--- src/rtl/eeprom_pkg.sv ---
// Shared definitions for the EEPROM burst reader: widths, memory depth and FSM encoding.
package eeprom_pkg;

    localparam int unsigned DW    = 32;
    localparam int unsigned AW    = 4;
    localparam int unsigned DEPTH = 16;

    typedef enum logic [1:0] {
        IDLE  = 2'd0,
        READ  = 2'd1,
        DRAIN = 2'd2
    } state_t;

endpackage

--- src/rtl/reader_fifo2.sv ---
// Two-entry synchronous FIFO; head shows the oldest word, storage clears on reset.
module reader_fifo2
    import eeprom_pkg::*;
#(
    parameter int unsigned DW = eeprom_pkg::DW
) (
    input  logic          c,
    input  logic          rst,
    input  logic          push,
    input  logic          pop,
    input  logic [DW-1:0] din,
    output logic          full,
    output logic          empty,
    output logic [DW-1:0] head
);

    logic [DW-1:0] r_mem [2];
    logic          r_wptr;
    logic          r_rptr;
    logic [1:0]    r_count;
    logic          w_do_push;
    logic          w_do_pop;

    assign full      = (r_count == 2'd2);
    assign empty     = (r_count == 2'd0);
    assign head      = r_mem[r_rptr];
    assign w_do_push = push && !full;
    assign w_do_pop  = pop && !empty;

    always_ff @(posedge c or posedge rst) begin
        if (rst) begin
            r_mem[0] <= '0;
            r_mem[1] <= '0;
            r_wptr   <= 1'b0;
            r_rptr   <= 1'b0;
            r_count  <= '0;
        end else begin
            if (w_do_push) begin
                r_mem[r_wptr] <= din;
                r_wptr        <= ~r_wptr;
            end
            if (w_do_pop) begin
                r_rptr <= ~r_rptr;
            end
            unique case ({w_do_push, w_do_pop})
                2'b10:   r_count <= r_count + 2'd1;
                2'b01:   r_count <= r_count - 2'd1;
                default: ;
            endcase
        end
    end

endmodule

--- src/rtl/eeprom_reader.sv ---
// Burst reader: fetches len words from base (wrapping), buffering them in a 2-deep FIFO
// toward a valid/ready sink; pulses done once the last word has left.
module eeprom_reader
    import eeprom_pkg::*;
#(
    parameter int unsigned DW = eeprom_pkg::DW,
    parameter int unsigned AW = eeprom_pkg::AW
) (
    input  logic          c,
    input  logic          rst,
    input  logic          start,
    input  logic [AW-1:0] base,
    input  logic [AW:0]   len,
    output logic          ld,
    output logic [AW-1:0] a,
    input  logic [DW-1:0] d,
    output logic [DW-1:0] out_data,
    output logic          out_valid,
    input  logic          out_ready,
    output logic          busy,
    output logic          done
);

    localparam int unsigned WORDS   = 2 ** AW;
    localparam logic [AW:0] MAX_LEN = (AW + 1)'(WORDS);

    state_t        r_state;
    state_t        w_next_state;
    logic [AW-1:0] r_addr;
    logic [AW:0]   r_rem;
    logic          r_done;
    logic          w_full;
    logic          w_empty;
    logic          w_pop;
    logic          w_ld;
    logic          w_busy;
    logic          w_done_set;
    logic          w_accept;
    logic [AW:0]   w_len_clamped;

    assign w_accept      = (r_state == IDLE) && start;
    assign w_len_clamped = (len > MAX_LEN) ? MAX_LEN : len;
    assign w_pop         = !w_empty && out_ready;

    always_ff @(posedge c or posedge rst) begin
        if (rst) begin
            r_state <= IDLE;
        end else begin
            r_state <= w_next_state;
        end
    end

    // A zero-length burst parks in DRAIN for one cycle with an empty FIFO.
    always_comb begin
        w_next_state = r_state;
        unique case (r_state)
            IDLE:    if (start) w_next_state = (len == '0) ? DRAIN : READ;
            READ:    if (w_ld && (r_rem == (AW + 1)'(1))) w_next_state = DRAIN;
            DRAIN:   if (w_empty || (w_pop && !w_full)) w_next_state = IDLE;
            default: w_next_state = IDLE;
        endcase
    end

    always_comb begin
        w_ld       = 1'b0;
        w_busy     = 1'b1;
        w_done_set = 1'b0;
        unique case (r_state)
            IDLE: begin
                w_busy     = 1'b0;
                w_done_set = start && (len == '0);
            end
            READ:    w_ld = (r_rem != '0) && !w_full;
            DRAIN:   w_done_set = w_pop && !w_full;
            default: w_busy = 1'b0;
        endcase
    end

    always_ff @(posedge c or posedge rst) begin
        if (rst) begin
            r_addr <= '0;
            r_rem  <= '0;
            r_done <= 1'b0;
        end else begin
            r_done <= w_done_set;
            if (w_accept) begin
                r_addr <= base;
                r_rem  <= w_len_clamped;
            end else if (w_ld) begin
                r_addr <= r_addr + AW'(1);
                r_rem  <= r_rem - (AW + 1)'(1);
            end
        end
    end

    reader_fifo2 #(.DW(DW)) u_fifo (
        .c     (c),
        .rst   (rst),
        .push  (w_ld),
        .pop   (w_pop),
        .din   (d),
        .full  (w_full),
        .empty (w_empty),
        .head  (out_data)
    );

    assign ld        = w_ld;
    assign a         = r_addr;
    assign out_valid = !w_empty;
    assign busy      = w_busy;
    assign done      = r_done;

endmodule

--- config.mk ---
export PLATFORM = sky130hd
export DESIGN_NAME = eeprom_reader
export DESIGN_NICKNAME = d
export VERILOG_FILES = /design/src/rtl/eeprom_pkg.sv /design/src/rtl/reader_fifo2.sv /design/src/rtl/eeprom_reader.sv
export SDC_FILE = /design/constraint.sdc
export NUM_CORES = 1
export LEC_CHECK = 0
export CORE_ASPECT_RATIO = 0.7
export CORE_MARGIN = 2
export CORE_UTILIZATION = 51
export CTS_CLUSTER_SIZE = 40
export DETAILED_ROUTE_END_ITERATION = 16
export PLACE_DENSITY_LB_ADDON = 0.3
export SLEW_MARGIN = 10
export SYNTH_ARGS = -nofsm -noshare
export SYNTH_HDL_FRONTEND = slang
export SYNTH_SLANG_ARGS = --single-unit
--- constraint.sdc ---
create_clock -name c -period 5.45 [get_ports c]
set_input_delay 0.8175 -clock c [delete_from_list [all_inputs] [get_ports c]]
set_output_delay 0.8175 -clock c [all_outputs]
set_load 0.1 [all_outputs]
==> summary.md <==
| Metric | Value |
|---|---|
| Slew HR | `0.326` |
| Max-cap viol count | `0` |
| Setup TNS | `0 ns` |
| Crit-path max FO | `7` |
| Hold Violations, Final | `0` |
| Die W | `107 um` |
| Post-synth cell types | `34` |
| Vias | `2,369` |
| Post-CTS Setup Repair Bufs | `0` |
| Port Buffers | `84` |
| Pin slew with the least headroom to its limit | `1.01 ns` |
| H-tree depth | `3` |
| Largest net degree at the start of global routing | `57` |
| Fmax | `267 MHz` |
| Cell row count | `26` |
| CTS tree | `built` |
| Mapped cell area | `3820 um^2` |
| Grt ovf | `0` |
| Max clock buf depth | `2` |
| Worst clock skew | `0.00804 ns` |
| YS warnings | `0` |
| CTS Buf Count | `9` |
| Initial Util | `0.524` |
| Drt pass-1 iters | `4` |
| P&R area growth vs syn | `29.3%` |
| Share of layout cells above drive strength 1 | `0.328` |
| Syn Area/Cell | `14.3 um^2` |
| Clock-pin slew on the worst setup and hold paths | `0.08 ns` |
| Share of the yosys chip area belonging to registers | `0.524` |
| Final WL | `7730 um` |
| Syn Nets | `320` |
| Synth top area cells | `dfrtp_1, mux2_2, mux2_4` |
| Vias in the first global route | `2,578` |
| RePlAce Congestion | `0.892` |
| Worst path required time | `4.63 ns` |
| Final Non-Filler Cells | `455` |
| Synthesized flop and latch total | `80` |
| Startpoint Class | `flop` |
| CTS Root Cell | `clkbuf_8` |
| Number of antenna violations at the first check in global routing | `0` |
| Die Area | `8210 um^2` |
| DRC viols | `0` |
| All-Layer GR Usage | `0.202` |
| CP arrival | `2.92 ns` |
| Crit path time final | `3.74 ns` |
| WL per Instance | `17.0 um` |
| Synth top area share | `0.524` |
| First-pass GRT wire length | `12,800 um` |
| Post-route ant nets | `0` |
| Post-DP HPWL | `5150 um` |
| Hold buffers post-CTS | `0` |
| Finished layout cell area | `4940 um^2` |
| Routed vias/inst | `5.21` |
| # setup viols final | `0` |
| Post-layout nets | `406` |
| Placed Area | `4720 um^2` |
| Core ar. | `7290 um^2` |
| Synth area leader | `dfrtp_1` |
| Worst skew pair latency | `0.34 ns` |
| Setup repair after global routing missed its margin | `false` |
| R2R Setup Slk | `2.68 ns` |
| Placed cell count | `440` |
| Diode count | `0` |
| Critical path type | `flop to output port` |
| Max Slew Vio Count | `0` |
| CTS sink count | `80` |
| Post_cts resized | `0` |
| Hold crit path type | `flop to flop` |
| Cells after synthesis | `267` |
| I/O pin count | `85` |
| Die Span Y | `76.4 um` |
| Worst Setup End Kind | `output port` |
| Outcome | `complete, no violations` |
| Tcrit/Tclk final | `0.686` |
| Number of DRC markers in iteration 0 | `66` |
[registers in the layout (all words and copies together) (netlist names)]
register	flops
u_fifo.r_mem	64
r_rem	5
a	4
r_state	2
u_fifo.r_count	2
done	1
u_fifo.r_rptr	1
u_fifo.r_wptr	1
[critical path, cell delays in order (launching register included)]
cell	delay, ns
dfrtp_1	0.42
inv_1	0.08
ha_1	0.21
or4b_4	0.22
and3_1	0.43
clkdlybuf4s50_1	1.22
[synth_stat cells]
cell / instances
inv_6: 1
or4_1: 1
o21ai_0: 6
nor2_4: 1
nor2_1: 7
mux2_1: 3
clkbuf_1: 5
a31oi_1: 2
buf_6: 4
and3_1: 1
o21ai_1: 1
or2_2: 1
xnor2_1: 5
mux2i_1: 2
a21oi_1: 4
a211o_1: 1
buf_4: 3
and2_1: 2
mux2_4: 30
xor2_1: 5
a32o_1: 2
nand2_2: 1
nor3_1: 1
dfrtp_1: 80
o21a_1: 1
nand3_1: 4
inv_1: 7
ha_1: 8
mux2_2: 64
nand2b_1: 1
nand2_1: 6
or4b_4: 1
or3_1: 1
nand4_1: 5
[per-layer routing]
metal,part of all wire,vias up,global-route usage
met2,0.44,59,0.299
met4,0.0089,0,0.0551
met5,0,-,0
met1,0.49,1185,0.283
met3,0.057,8,0.0710
li1,-,1117,-
[layout make-up]
type | instances | area, um^2
sequential | 80 | 2000
inverter | 8 | 36.3
timing repair buffer | 87 | 863
multi-input combinational | 167 | 1700
clock inverter | 3 | 65.1
clock buffer | 12 | 155
fill | 543 | 2340
tap | 98 | 123
[through the flow]
stage / setup WS, ns / hold WS, ns / util
final: 1.71 / 0.492 / 0.678
after CTS: 1.70 / 0.496 / 0.678
after floorplan: 2.58 / 0.454 / -
after global routing: 1.57 / 0.501 / 0.678
after global placement: 2.13 / 0.468 / 0.648
after detailed placement: 2.08 / 0.480 / 0.648
[cell families (layout without fill, tap and decap cells)]
logic type | after synthesis | in the layout | synth area share
adder cells (fa/ha/maj) | 8 | 8 | 0.0262
buffers and inverters | 20 | 110 | 0.0318
flip-flops | 80 | 80 | 0.524
AO/OA/AOI/OAI | 17 | 17 | 0.0272
multiplexers | 99 | 99 | 0.321
XOR/XNOR | 10 | 10 | 0.0229
AND/OR/NAND/NOR | 33 | 33 | 0.0475
[cells in the final DEF, fill, tap and decap left out, drive strengths merged, types with 3 or more instances in the layout]
cell type | Yosys | final
dfrtp | 80 | 80
o21ai | 7 | 7
xnor2 | 5 | 5
clkdlybuf4s50 | 0 | 84
nand4 | 5 | 5
nand3 | 4 | 4
xor2 | 5 | 5
inv | 8 | 7
a21oi | 4 | 4
ha | 8 | 8
buf | 7 | 3
mux2 | 97 | 97
nor2 | 8 | 8
clkbuf | 5 | 12
nand2 | 7 | 7
[path summary, 6_finish.rpt]
check                                             startpoint                      endpoint  depth (start not counted)
worst min-delay path            u_fifo.r_mem[58]$_DFFE_PP0P_  u_fifo.r_mem[58]$_DFFE_PP0P_                          1
worst max register to register          r_rem[0]$_DFFE_PP0P_  u_fifo.r_mem[18]$_DFFE_PP0P_                          6
worst min register to register  u_fifo.r_mem[58]$_DFFE_PP0P_  u_fifo.r_mem[58]$_DFFE_PP0P_                          1
worst max-delay path                    r_rem[0]$_DFFE_PP0P_                            ld                          5
min in group asynchronous                                rst  u_fifo.r_mem[12]$_DFFE_PP0P_                          2
max in group asynchronous                                rst     u_fifo.r_wptr$_DFFE_PP0N_                          3
Power is not shown: default switching activity piles up to over one toggle a cycle in this logic, so the estimate is an artifact.
